==> src/rtl/mem_access_stage.sv <==
// MEM pipeline stage: issues one data-bus transaction at a time, stalls upstream
// until it completes, then registers the aligned/extended write-back payload.
module mem_access_stage #(
  parameter bit KSEG_UNMAP = 1'b1
) (
  input  logic        clk,
  input  logic        reset,
  input  logic [31:0] mem_pc,
  input  logic [31:0] mem_res,
  input  logic        mem_data_en,
  input  logic [3:0]  mem_data_ren,
  input  logic [3:0]  mem_data_wen,
  input  logic [31:0] mem_wdata,
  input  logic        mem_loadX,
  input  logic        mem_regwen,
  input  logic [5:0]  mem_wreg,
  output logic        data_req,
  output logic        data_wr,
  output logic [1:0]  data_size,
  output logic [31:0] data_addr,
  output logic [3:0]  data_wstrb,
  output logic [31:0] data_wdata,
  input  logic        data_addr_ok,
  input  logic        data_data_ok,
  input  logic [31:0] data_rdata,
  output logic        mem_stall,
  output logic        wb_valid,
  output logic [31:0] wb_pc,
  output logic        wb_regwen,
  output logic [5:0]  wb_wreg,
  output logic [31:0] wb_wdata
);

  typedef enum logic [1:0] {IDLE, REQ, WAIT} state_t;

  state_t      state, state_nxt;
  logic [3:0]  lane_mask;
  logic [2:0]  nbytes;
  logic [31:0] vaddr;
  logic [7:0]  byte_sel;
  logic [15:0] half_sel;
  logic [31:0] load_data;
  logic        complete;

  // Request fields are pure functions of the held EX/MEM inputs, so they stay
  // stable for as long as the stall keeps those inputs frozen.
  assign lane_mask  = mem_data_ren | mem_data_wen;
  assign nbytes     = {2'b00, lane_mask[0]} + {2'b00, lane_mask[1]}
                    + {2'b00, lane_mask[2]} + {2'b00, lane_mask[3]};
  assign data_wr    = |mem_data_wen;
  assign data_wstrb = mem_data_wen;
  assign data_wdata = mem_wdata;

  always_comb begin
    case (nbytes)
      3'd1:    data_size = 2'd0;
      3'd2:    data_size = 2'd1;
      default: data_size = 2'd2;
    endcase
  end

  always_comb begin
    vaddr = (data_size == 2'd2) ? {mem_res[31:2], 2'b00} : mem_res;
    if (KSEG_UNMAP && vaddr[31:30] == 2'b10)
      data_addr = {3'b000, vaddr[28:0]};
    else
      data_addr = vaddr;
  end

  always_comb begin
    case (mem_res[1:0])
      2'd0:    byte_sel = data_rdata[7:0];
      2'd1:    byte_sel = data_rdata[15:8];
      2'd2:    byte_sel = data_rdata[23:16];
      default: byte_sel = data_rdata[31:24];
    endcase
    half_sel = mem_res[1] ? data_rdata[31:16] : data_rdata[15:0];
    case (data_size)
      2'd0:    load_data = {{24{~mem_loadX & byte_sel[7]}}, byte_sel};
      2'd1:    load_data = {{16{~mem_loadX & half_sel[15]}}, half_sel};
      default: load_data = data_rdata;
    endcase
  end

  always_comb begin
    // NOTE: every output of this block gets a default first so no path leaves
    // a signal unassigned, which would otherwise infer a latch.
    state_nxt = state;
    data_req  = 1'b0;
    mem_stall = 1'b0;
    complete  = 1'b0;
    case (state)
      IDLE: begin
        if (mem_data_en) begin
          data_req  = 1'b1;
          mem_stall = 1'b1;
          state_nxt = data_addr_ok ? WAIT : REQ;
        end else begin
          complete = 1'b1;
        end
      end
      REQ: begin
        data_req  = 1'b1;
        mem_stall = 1'b1;
        if (data_addr_ok) state_nxt = WAIT;
      end
      WAIT: begin
        if (data_data_ok) begin
          complete  = 1'b1;
          state_nxt = IDLE;
        end else begin
          mem_stall = 1'b1;
        end
      end
      default: state_nxt = IDLE;
    endcase
    // Reset silences the bus and releases the pipeline in the same cycle.
    if (reset) begin
      data_req  = 1'b0;
      mem_stall = 1'b0;
      complete  = 1'b0;
    end
  end

  // NOTE: sequential state uses non-blocking assignments so every register
  // samples the pre-edge values, independent of statement order.
  always_ff @(posedge clk) begin
    if (reset) state <= IDLE;
    else       state <= state_nxt;
  end

  always_ff @(posedge clk) begin
    if (reset) begin
      wb_valid  <= 1'b0;
      wb_pc     <= '0;
      wb_regwen <= 1'b0;
      wb_wreg   <= '0;
      wb_wdata  <= '0;
    end else if (complete) begin
      wb_valid  <= 1'b1;
      wb_pc     <= mem_pc;
      wb_regwen <= mem_regwen;
      wb_wreg   <= mem_wreg;
      wb_wdata  <= (state == WAIT && !data_wr) ? load_data : mem_res;
    end else begin
      wb_valid  <= 1'b0;
    end
  end

endmodule

==> config.mk <==
export PLATFORM = sky130hd
export DESIGN_NAME = mem_access_stage
export DESIGN_NICKNAME = d
export VERILOG_FILES = /design/src/rtl/mem_access_stage.sv
export SDC_FILE = /design/constraint.sdc
export NUM_CORES = 1
export LEC_CHECK = 0
export BUFFER_PORTS_ARGS = -buffer_cell sky130_fd_sc_hd__buf_2
export CAP_MARGIN = 40
export CELL_PAD_IN_SITES_DETAIL_PLACEMENT = 0
export CELL_PAD_IN_SITES_GLOBAL_PLACEMENT = 1
export CORE_MARGIN = 2
export CORE_UTILIZATION = 27
export DETAILED_ROUTE_END_ITERATION = 10
export HOLD_SLACK_MARGIN = 0.12
export PLACE_DENSITY = 0.81
export SYNTH_ARGS = -nofsm -noshare
export SYNTH_HDL_FRONTEND = slang
export SYNTH_SLANG_ARGS = --single-unit
==> constraint.sdc <==
create_clock -name clk -period 2.8 [get_ports clk]
set_input_delay 0 -clock clk [delete_from_list [all_inputs] [get_ports clk]]
set_output_delay 0 -clock clk [all_outputs]
set_load 0.05 [all_outputs]
[Word-level counts from Yosys, hierarchy flattened]
Index checks and enable logic that the tools add are counted.
Cells by class
  eq/ne operators: 12
  add/sub/neg operators: 3
  bitwise gates (word level): 4
  multiplexer cells: 23
  reductions and logical operators: 7
Operators with widths (number)
  $mux 32: 2
  $pmux 32 s2: 1
  $pmux 8 s3: 1
  $mux 16: 1
  $mux 2: 5
  $eq 2x2->1 const B: 4
  $mux 1: 8
  $eq 2x1->1 const B: 3
  $logic_not 2->1: 3
  $ne 2x2->1 const B: 3
  $pmux 2 s3: 1
  $or 4x4->4: 1
  $pmux 1 s2: 2
  $pmux 2 s2: 1
  $reduce_or 4->1: 1
  $add 2x1->3: 1
  $add 3x1->3: 1
  $eq 3x1->1 const B: 1
  $eq 3x2->1 const B: 1
  $pmux 1 s3: 1
  $reduce_and 3->1: 1
  $add 1x1->2: 1
  $and 1x1->1: 2
  $logic_and 1x1->1: 1
  other kinds (2): 2
Word-level totals
  bits of input ports: 149
  register bits after elaboration: 74

[Longest topological paths before layout]
Gate-level depths: netlist of the first run.
  word-level depth: 9
  mapped depth: 12
  depth with buffers taken out: 10

[Worst setup path after synthesis of the first run]
OpenSTA, ideal clock, no wires.
  path type: input to register
  from: input port mem_data_ren[0]
  to: register wb_wdata[7]
  slack: 0.301 ns
  data arrival time: 2.414 ns
  setup time: 0.086 ns
  data required time: 2.714 ns
  cell stages on the path: 10
  path buffers: 0
  path through: nor2_1 -> fa_1 -> inv_1 -> ha_1 -> ha_1 -> nand2b_1 -> nor2_1 -> and3_1 -> a211oi_1 -> a211oi_1
On the way
  word-level cells in the longest chain between the ends: 9
  elaborated cells on any way between the ends: 11
RTL lines
  start: declaration: line 11  | input logic [3:0] mem_data_ren,
  $or 4x4->4 (*): line 47  | assign lane_mask = mem_data_ren | mem_data_wen;
  $add 1x1->2 (*): line 48  | assign nbytes = {2'b00, lane_mask[0]} + {2'b00, lane_mask[1]}
  $add 2x1->3 (*): line 49  | + {2'b00, lane_mask[2]} + {2'b00, lane_mask[3]};
  $add 3x1->3 (*): line 49
  $eq 3x2->1 or $eq 3x1->1 (tied branches): line 55  | case (nbytes)
  $pmux 2 s2 (*): line 55
  via data_size[0]: line 19  | output logic [1:0] data_size,
  $eq 2x1->1 or $logic_not 2->1 (tied branches): line 78  | case (data_size)
  $pmux 32 s2 (*): line 78
  $mux 32 (*): line 144  | wb_wdata <= (state == WAIT && !data_wr) ? load_data : mem_res;
  end signal: assignment: line 144
  end: declaration: line 31  | output logic [31:0] wb_wdata
Mark *: on every way through the listed nets, which the timed path passes. The rest lies on a longest branch.
A chain may end at the register's enable or synchronous reset.

[Final worst setup path of the first run]
  from: input port mem_data_wen[0]
  to: register wb_wdata[19]
On the way
  word-level cells in the longest chain between the ends: 9
  elaborated cells on any way between the ends: 14
RTL lines
  start: declaration: line 12  | input logic [3:0] mem_data_wen,
  $or 4x4->4: line 47
  $add 1x1->2: line 48
  $add 2x1->3: line 49
  $add 3x1->3: line 49
  $eq 3x2->1 or $eq 3x1->1 (tied branches): line 55
  $pmux 2 s2: line 55
  $eq 2x1->1 or $logic_not 2->1 (tied branches): line 78
  $pmux 32 s2: line 78
  $mux 32 (*): line 144
Every way passes the cells marked *; elsewhere a longest branch is shown, timed or not.

==> run metrics, run 1 <==
Top-Level Pins 294; Yosys Warn Count 0; initial drt markers between 200 and 250; Critical Path Start Type input port; die height around 120 um; fill count 1367; met1 Use GR 0.211; Mapped Nets 661; final setup fails 0; worst stage delay on the critical path ~0.57 ns; GRT Max-Usage Layer met2; grt ovf 0; total chip power 3.69 mW; Worst slew margin 0.467; crit path time final 2.60 ns; Cell Area, Synth 0.00391 mm^2; crit share post-route 0.929; Die Wd 124 um; largest net degree at the start of global routing 44; initial antenna violation count 0; crit-path cells buf_2, nor2_1, fa_1, inv_1, ha_1, ha_4, nand2b_1, or4_4, nand3_4, a21oi_1, o21ai_1, dlygate4sd3_1; async set-reset flop share out of synthesis 0; met3 Use GR 0.0378; Worst Hold Class input port to register; Mean Syn Cell Area 7.67 um^2; hpwl dp 10.0 mm; vias in the first global route 4576; ys flop type dfxtp_1; max capacitance violation total 0; Avg Vias per Cell approximately 4.7; number of synthesized register bits 74; DR vias 4645; CTS H-tree lvls 3; Worst Path Arrival 2.88 ns; clk root buf clkbuf_16; Setup Crit Path Kind input port to register; library cells used by synthesis 42; CP bufs+invs 3; CP Max Fanout 8; GR Layer Usage met2 0.331; overall routing resource usage 0.183; PwrDens 565 mW/mm^2; Clock Path Buffers 2; synth top area cells dfxtp_1 38%, buf_4 12%, nand2_1 11%; Starting Density 0.279; share of layout cells above drive strength 1 0.342; maximum clock rate 0.385 GHz; Top delay family on crit path adder cells; clk_lat worst skew about 0.34 ns; IO Port Bufs ~230; pre-CTS worst setup slack -0.0440 ns; cell taking the most area after synthesis dfxtp_1; Slew Viols, Final 0; sequential element share of the synthesized area 0.379; Peak VDD IR 0.269 mV; first-pass GRT wire length 23.0 mm; required time worst endpoint 3.08 ns; final setup margin around 0.2 ns; DR pass1 iterations 4; drt drc 0; post-DR wirelength/cell ~15 um; Final nets around 960; worst-margin pin slew 0.779 ns; Hold Vio Cnt, Final 0; core region area 0.0140 mm^2; area grow syn2layout 67.1%; Die ar. 0.0154 mm^2; TritonCTS clock tree done; RSZ-0062 raised after global routing no; number of synthesized flops with an enable pin 0; Worst setup EP type register; TritonCTS Buffers 9; Detail Route Antenna Nets 0; clock slew at reported path FFs 0.06 ns; Ant. Diodes 0; Num Clock Sinks 74; post-synth top area share 0.379; row cnt between 40 and 50; crit path max-delay cell type dlygate4sd3_1; Hold WS 0.149 ns; Setup Skew 0.00948 ns; status complete, no violations; final WL 14.9 mm; RePlAce Congestion around 0.75; leakage power 3.11 nW; cells after synthesis 509
placed cells by master (no fill, tap or decap), types with 3 or more instances in the layout:
cell and count:
a32oi_1 8, and3_1 9, dlygate4sd3_1 137, buf_2 229, nor3_1 8, mux2i_1 14, buf_4 15, a21oi_1 56
nand2b_1 3, clkbuf_16 9, a21o_1 3, o21ai_0 41, o21ai_1 10, o22ai_1 7, a2111oi_0 5, dfxtp_1 74
nand2_1 113, nor2_1 24, inv_1 7, clkinv_2 3
what timing repair did:
action,CTS,global route
resized for setup,0,9
setup buffers,0,2
hold endpoints to repair,105,0
hold buffers,137,0
endpoints found under the setup margin,0,20
worst paths after layout:
kind | startpoint | to | slack [ns] | cells past startpoint
max | mem_data_wen[0] | wb_wdata[19] | 0.20 | 12
min | mem_data_en | state[1] | 0.15 | 4
min reg2reg | wb_pc[16] | wb_pc[16] | 0.45 | 2
max reg2reg | state[1] | wb_wdata[2] | 0.34 | 6
where the power goes:
| part | leakage [nW] | internal (mW) | total (mW) | switching (mW) |
|---|---|---|---|---|
| Combinational | 2.35 | 0.433 | 1.34 | 0.906 |
| Sequential | 0.610 | 1.14 | 1.18 | 0.0398 |
| Clock | 0.149 | 0.712 | 1.17 | 0.461 |
Yosys cell counts (8+ instances only):
cell        n
nor2_1     26
dfxtp_1    74
o21ai_1    10
nor3_1      8
buf_4      63
a21oi_1    56
clkbuf_1   21
mux2i_1    14
a32oi_1     8
and3_1      9
o21ai_0    41
nand2_1   113
logic make-up (layout without fill, tap and decap cells):
group	count (synthesis)	in the layout	share of synthesized area
AO/OA/AOI/OAI	142	142	0.208
multiplexers	15	15	0.0416
adder cells (fa/ha/maj)	3	3	0.0115
buffers and inverters	99	404	0.160
flip-flops	74	74	0.379
AND/OR/NAND/NOR	176	177	0.200
per-layer routing:
layer | routed length, um | part of all wire
met1 | 6230 | 0.42
met2 | 7370 | 0.49
met3 | 1010 | 0.068
met4 | 335 | 0.022
met5 | 0 | 0
flip-flops by register name, summed over array words and instances (netlist names):
register / count
wb_wreg: 6
wb_pc: 32
wb_wdata: 32
wb_regwen: 1
state: 2
wb_valid: 1
final cells by class:
cell class / count / area, um^2 / share of cell area
Multi-Input combinational cell: 337 / 1870 / 0.286
Clock buffer: 11 / 243 / 0.0372
Tap cell: 180 / 225 / 0.0345
Inverter: 7 / 26.3 / 0.00403
Clock inverter: 5 / 53.8 / 0.00824
Sequential cell: 74 / 1480 / 0.227
Timing Repair Buffer: 381 / 2630 / 0.403
worst min-delay path, cell delays in order:
cell,delay [ns]
buf_2,0.09
o21bai_1,0.10
o21a_1,0.18
nor2_1,0.07
through the flow:
step	cells	utilization	setup TNS, ns	instance area [um^2]
after floorplan	509	-	0	3910
after global placement	839	0.342	-0.0137	4790
after detailed placement	839	0.342	-0.0440	4790
after CTS	992	0.462	0	6460
after global routing	995	0.467	0	6530
final	995	0.467	0	6530
Power figures use the tool's default switching activity.
==> run 2: changes to the inputs <==
--- a/config.mk
+++ b/config.mk
@@ -5,6 +5,7 @@
 export SDC_FILE = /design/constraint.sdc
 export NUM_CORES = 1
 export LEC_CHECK = 0
+export ABC_AREA = 1
 export BUFFER_PORTS_ARGS = -buffer_cell sky130_fd_sc_hd__buf_2
 export CAP_MARGIN = 40
 export CELL_PAD_IN_SITES_DETAIL_PLACEMENT = 0
@@ -13,7 +14,7 @@
 export CORE_UTILIZATION = 27
 export DETAILED_ROUTE_END_ITERATION = 10
 export HOLD_SLACK_MARGIN = 0.12
-export PLACE_DENSITY = 0.81
+export PLACE_DENSITY = 0.79
 export SYNTH_ARGS = -nofsm -noshare
 export SYNTH_HDL_FRONTEND = slang
 export SYNTH_SLANG_ARGS = --single-unit
==> run 2 against run 1 <==
  * Power is 1.5% lower
  * Die area is 13% higher
  * Critical path depth is 2 higher
  * Clock power hardly changed
  * Wire length is 9.1% higher
  * Final cell count is 17% higher
  * Worst setup slack better by 0.011 ns
  * Utilization is 4.8 points lower
  * Clock skew is 0.0019 ns lower
  * Global-route usage is 0.19 points lower
  * Sequential share of layout area is 0.56 points lower
  * Via count is 13% higher
  * Largest cell class unchanged
==> run metrics, run 2 <==
die height 132 um (+6.4%); Mean Syn Cell Area 6.54 um^2 (-15%); Final nets 1091 (+13%); post-synth top area share 0.334 (-0.0454); max capacitance violation total 0 (unchanged); worst-margin pin slew 0.787 ns (+0.00768 ns); crit share post-route 0.924 (-0.00408); final setup margin 0.211 ns (+0.0114 ns); crit path max-delay cell type dlygate4sd3_1; clock slew at reported path FFs 0.06 ns (about the same); sequential element share of the synthesized area 0.334 (-0.0454); reg2reg path depth 8 (+2); Slew Viols, Final 0 (unchanged); Post-CTS Setup Bufs 0 (unchanged); largest net degree at the start of global routing 66 (+50%); Hold Vio Cnt, Final 0 (unchanged); TritonCTS clock tree done; Critical Path Stages 14 (+2); DR pass1 iterations 6 (+2); share of layout cells above drive strength 1 0.296 (-0.0468); Top-Level Pins 294 (unchanged); critical hold path startpoint data_rdata[5]; Top delay family on crit path adder cells; clk root buf clkbuf_16; core region area 0.0160 mm^2 (+14%); RePlAce Congestion 0.848 (+13%); Worst setup EP type register; end of the critical path wb_wdata[8]; Post-DP Area 0.00520 mm^2 (+8.6%); maximum clock rate 0.386 GHz (+0.44%); cell taking the most area after synthesis dfxtp_1; required time worst endpoint 3.06 ns (-0.02 ns); clk_lat worst skew 0.34 ns (about the same); Commonest cells post-synth 196 x nand2_1, 78 x nor2_1, 74 x dfxtp_1; Detail Route Antenna Nets 0 (unchanged); pre-CTS worst setup slack 0.139 ns (+0.183 ns); Setup Crit Path Kind input port to register; grt ovf 0 (unchanged); Worst slew margin 0.475 (+0.00770); most common cell in the netlist nand2_1; CTS H-tree lvls 3 (unchanged); most common cell after layout, fill and taps aside buf_2; initial drt markers 279 (+34%); overall routing resource usage 0.181 (-0.00188); crit path time final 2.59 ns (-0.0114 ns); crit-path cells buf_2, nor2_1, fa_1, inv_1, ha_1, ha_1, inv_1, nand3_2, inv_1, nand3_1, nor2_4, o21ai_0, dlygate4sd3_1, a21oi_1; area grow syn2layout 50.8%; Clock Path Buffers 2 (unchanged); PwrDens 543 mW/mm^2 (-3.9%); met3 Use GR 0.0358 (-0.00205); met1 Use GR 0.218 (+0.00661); ys flop type dfxtp_1; Worst Hold Class input port to register; Core Util, Final 0.418 (-0.0483); synth top area cells dfxtp_1 33%, nand2_1 17%, buf_4 12%; drt drc 0 (unchanged); total chip power 3.63 mW (-1.5%); TritonCTS Buffers 9 (unchanged); leakage power 3.28 nW (+5.3%); RR Startpoint state[0]; DR vias 5239 (+13%); Placed Instances 1027 (+22%); Avg Vias per Cell 4.51 (-3.4%); Critical Path Start Type input port; Yosys Warn Count 0 (unchanged); Setup Skew 0.00761 ns (-0.00186 ns); post-DR wirelength/cell 14.0 um (-6.6%); vias in the first global route 5044 (+10%); CP bufs+invs 5 (+2); Num Clock Sinks 74 (unchanged); worst stage delay on the critical path 0.56 ns (about the same); GRT Max-Usage Layer met2; async set-reset flop share out of synthesis 0 (unchanged); CP Max Fanout 11 (+3); library cells used by synthesis 30 (-29%); row cnt 46 (+7.0%); number of synthesized flops with an enable pin 0 (unchanged); biggest regs wb_pc: 32 flops, wb_wdata: 32 flops, wb_wreg: 6 flops; GR Layer Usage met2 0.317 (-0.0146); Peak VDD IR 0.260 mV (-3.3%); Reg2Reg Setup Slack 0.31 ns (-0.03 ns); Mapped Nets 831 (+26%); IO Port Bufs 229 (unchanged); Non-Filler Instances 1162 (+17%); final WL 16.3 mm (+9.1%); number of synthesized register bits 74 (unchanged); setup_tns 0 ns (unchanged); cells after synthesis 679 (+33%); final setup fails 0 (unchanged); Worst Path Arrival 2.85 ns (-0.03 ns); Die Wd 132 um (+6.4%); Hold WS 0.126 ns (-0.0235 ns); most frequent cells in the layout 229 x buf_2, 195 x nand2_1, 117 x dlygate4sd3_1, 78 x nor2_1, 74 x dfxtp_1; hpwl dp 10.8 mm (+7.3%); design area 0.00669 mm^2 (+2.5%); Cell Area, Synth 0.00444 mm^2 (+14%); cell mode on critical path inv_1; Starting Density 0.277 (-0.00188); first-pass GRT wire length 25.6 mm (+11%); Die ar. 0.0175 mm^2 (+13%); status complete, no violations; initial antenna violation count 2 (+2); Worst Setup SP mem_data_wen[0]; end of the worst register-to-register path wb_wdata[7]
[run 2: worst register-to-register path, delay by kind of cell (launching register included)]
kind	cells	cell delay (ns)
flops	1	0.39
compound gates	1	0.05
simple gates	5	0.72
buf+inv	2	1.18
[run 2: how the worst min path moves through the flow]
| stage | endpoint | cells after the start | slack, ns |
|---|---|---|---|
| after global routing | wb_wdata[3] | 5 | 0.16 |
| after CTS | wb_wdata[5] | 5 | 0.13 |
| final | wb_wdata[5] | 5 | 0.13 |
| after floorplan | state[0] | 1 | 0.09 |
| after detailed placement | data_wdata[10] | 0 | 0.0003 |
| after global placement | data_wdata[10] | 0 | 0.0003 |
[run 2: cells by family (layout without fill, tap and decap cells)]
kind of cell | Yosys count | count (layout) | share of synthesized area
flops | 74 | 74 | 0.334
buf+inv | 143 | 408 | 0.196
simple gates | 365 | 365 | 0.350
compound gates | 94 | 94 | 0.110
fa+ha+maj | 3 | 3 | 0.0101
other cells | 0 | 2 | 0
[run 2: power by group]
part / total (mW) / internal (mW) / leakage, nW / switching [mW]
Clock: 1.18 / 0.692 / 0.143 / 0.485
Combinational: 1.29 / 0.388 / 2.53 / 0.907
Sequential: 1.16 / 1.13 / 0.608 / 0.0350
Total: 3.63 / 2.21 / 3.28 / 1.43
[run 2: repair_timing]
| item | 4_1_cts | 5_1_grt |
|---|---|---|
| endpoints found under the setup margin | 0 | 10 |
| endpoints found under the hold margin | 105 | 0 |
| hold buffers | 117 | 0 |
| gates resized for setup | 0 | 4 |
[run 2: layer usage]
layer | wire length [um] | up-vias
met2 | 8040 | 212
met1 | 6890 | 2376
met3 | 946 | 29
met5 | 11 | -
met4 | 409 | 2
li1 | - | 2620
[run 2: cell type report]
type                            instances  area, um^2
Timing Repair Buffer                  353        2380
Clock buffer                           10         229
Tap cell                              216         270
Inverter                               39         150
Sequential cell                        74        1480
Antenna cell                            2        5.00
Clock inverter                          6        65.1
Fill cell                            1720        9310
Multi-Input combinational cell        462        2110
==> run 3: changes to the inputs <==
--- a/config.mk
+++ b/config.mk
@@ -7,14 +7,13 @@
 export LEC_CHECK = 0
 export ABC_AREA = 1
 export BUFFER_PORTS_ARGS = -buffer_cell sky130_fd_sc_hd__buf_2
-export CAP_MARGIN = 40
 export CELL_PAD_IN_SITES_DETAIL_PLACEMENT = 0
 export CELL_PAD_IN_SITES_GLOBAL_PLACEMENT = 1
 export CORE_MARGIN = 2
 export CORE_UTILIZATION = 27
 export DETAILED_ROUTE_END_ITERATION = 10
 export HOLD_SLACK_MARGIN = 0.12
-export PLACE_DENSITY = 0.79
+export PLACE_DENSITY_LB_ADDON = 0.1
 export SYNTH_ARGS = -nofsm -noshare
 export SYNTH_HDL_FRONTEND = slang
 export SYNTH_SLANG_ARGS = --single-unit
==> run 3 against run 2 <==
  * Critical path depth fell by 6
  * Sequential power is essentially flat
  * Clock power increased by 16%
  * Hold slack got worse by 0.0030 ns
  * Count of clock-buffer cells in the layout fell by 1
  * Register-to-register slack lost 0.09 ns
  * Utilization is 0.99 points higher
  * Clock skew shrank 0.0022 ns
  * Fmax increased by 0.39%
  * Sequential cell count did not move
  * Non-clock buffer count increased by 11
  * Critical path type is now register to register
  * Critical endpoint is now wb_pc[8]
  * Largest cell class unchanged
==> run metrics, run 3 (synthesized netlist as in run 2, its figures left out) <==
Starting Density 0.277 (unchanged); Placed Instances 1027 (unchanged); Hold Vio Cnt, Final 0 (unchanged); Num Clock Sinks 74 (unchanged); core region area 0.0160 mm^2 (unchanged); internal power 2.40 mW (+8.8%); Critical Path Start Type register; vias in the first global route 5033 (-0.22%); crit share post-route 0.921 (-0.00360); IO Port Bufs 229 (unchanged); most common cell after layout, fill and taps aside buf_2; Non-Filler Instances 1171 (+0.77%); GR Layer Usage met2 0.318 (+0.00145); Worst setup EP type register; RSZ-0062 raised after global routing no; clock slew at reported path FFs 0.06 ns (about the same); first-pass GRT wire length 25.4 mm (-0.75%); Top-Level Pins 294 (unchanged); clk root buf clkbuf_16; maximum clock rate 0.388 GHz (+0.39%); initial antenna violation count 0 (-2); required time worst endpoint 3.04 ns (-0.02 ns); hpwl dp 11.3 mm (+5.3%); final setup fails 0 (unchanged); Detail Route Antenna Nets 0 (unchanged); die height 132 um (unchanged); biggest regs wb_pc: 32 flops, wb_wdata: 32 flops, wb_wreg: 6 flops; worst-margin pin slew 0.773 ns (-0.0134 ns); Ant. Diodes 0 (-2); CP Max Fanout 41 (+30); status complete, no violations; Final nets 1102 (+1.0%); Setup Crit Path Kind register to register; final WL 16.3 mm (-0.24%); pre-CTS worst setup slack 0.172 ns (+0.0340 ns); TritonCTS Buffers 9 (unchanged); GRT Max-Usage Layer met2; Setup Skew 0.00542 ns (-0.00219 ns); max capacitance violation total 0 (unchanged); CTS H-tree lvls 3 (unchanged); area grow syn2layout 54.4%; DR pass1 iterations 4 (-2); leakage power 3.34 nW (+1.8%); initial drt markers 196 (-30%); grt ovf 0 (unchanged); met3 Use GR 0.0538 (+0.0181); Die ar. 0.0175 mm^2 (unchanged); TritonCTS clock tree done; Die Wd 132 um (unchanged); Peak VDD IR 0.262 mV (+0.66%); crit path time final 2.58 ns (-0.0101 ns); DR vias 5204 (-0.67%); Seq pwr share 0.303 (-0.017); most frequent cells in the layout 229 x buf_2, 195 x nand2_1, 128 x dlygate4sd3_1, 77 x nor2_1, 74 x dfxtp_1; Worst Path Arrival 2.81 ns (-0.04 ns); post-DR wirelength/cell 13.9 um (-1.0%); row cnt 46 (unchanged); clk_lat worst skew 0.34 ns (about the same); Clock power frac 0.358 (+0.034); Worst slew margin 0.485 (+0.00956); overall routing resource usage 0.180 (-0.00170); drt drc 0 (unchanged); Slew Viols, Final 0 (unchanged); P_sw 1.43 mW (+0.52%); PwrDens 560 mW/mm^2 (+3.1%); Logic pwr share 0.340 (-0.016); Clock Path Buffers 2 (unchanged); setup_tns 0 ns (unchanged); Avg Vias per Cell 4.44 (-1.4%); largest net degree at the start of global routing 66 (unchanged); met1 Use GR 0.214 (-0.00361); Sw Ratio 0.374 (-0.0187); final setup margin 0.222 ns (+0.0101 ns); RePlAce Congestion 0.834 (-1.6%); Post-CTS Setup Bufs 0 (unchanged); share of layout cells above drive strength 1 0.294 (-0.00131); Worst Hold Class input port to register
-- run 3: worst paths after layout --
kind | slack, ns | from | to | cells past startpoint
max | 0.22 | state[1] | wb_pc[8] | 8
min | 0.12 | data_rdata[3] | wb_wdata[3] | 5
max reg2reg | 0.22 | state[1] | wb_pc[8] | 8
min reg2reg | 0.46 | wb_pc[28] | wb_pc[28] | 2
-- run 3: through the flow --
| step | utilization | area (um^2) | power, mW | hold WS, ns |
|---|---|---|---|---|
| finish | 0.428 | 6850 | 3.83 | 0.123 |
| global route | 0.428 | 6850 | 4.03 | 0.163 |
| CTS | 0.427 | 6830 | 3.89 | 0.123 |
| detailed placement | 0.325 | 5200 | 2.25 | 0.000341 |
| global placement | 0.325 | 5200 | 2.24 | 0.000341 |
| floorplan | - | 4440 | 2.11 | 0.0897 |
-- run 3: area by class of cell --
type	instances	area [um^2]
fill	1726	9150
timing repair buffer	364	2490
multi-input combinational	462	2110
sequential	74	1480
tap	216	270
clock buffer	9	225
inverter	39	150
clock inverter	7	124
-- run 3: timing repair --
action,in CTS,in global routing
resized for setup,0,4
endpoints found under the hold margin,105,0
hold buffers,128,0
endpoints found under the setup margin,0,12
-- run 3: worst max-delay path, stage by stage (launching register included) --
cell	delay [ns]
dfxtp_1	0.36
inv_2	0.07
nor2_4	0.16
nand2_2	0.09
nand2_4	0.39
inv_2	0.41
o21ai_0	0.32
dlygate4sd3_1	0.59
nor2_1	0.04
-- run 3: power groups by stage --
stage / Clock, mW / Combinational (mW) / Sequential, mW
after floorplan: 0 / 0.677 / 1.43
after global placement: 0 / 1.06 / 1.18
after detailed placement: 0 / 1.06 / 1.18
after CTS: 1.43 / 1.30 / 1.16
after global routing: 1.47 / 1.39 / 1.17
final: 1.37 / 1.30 / 1.16
-- run 3: per-layer routing --
layer / part of all wire / routed length [um]
met1: 0.43 / 6970
met2: 0.48 / 7860
met3: 0.074 / 1210
met4: 0.014 / 224
met5: 0 / 0
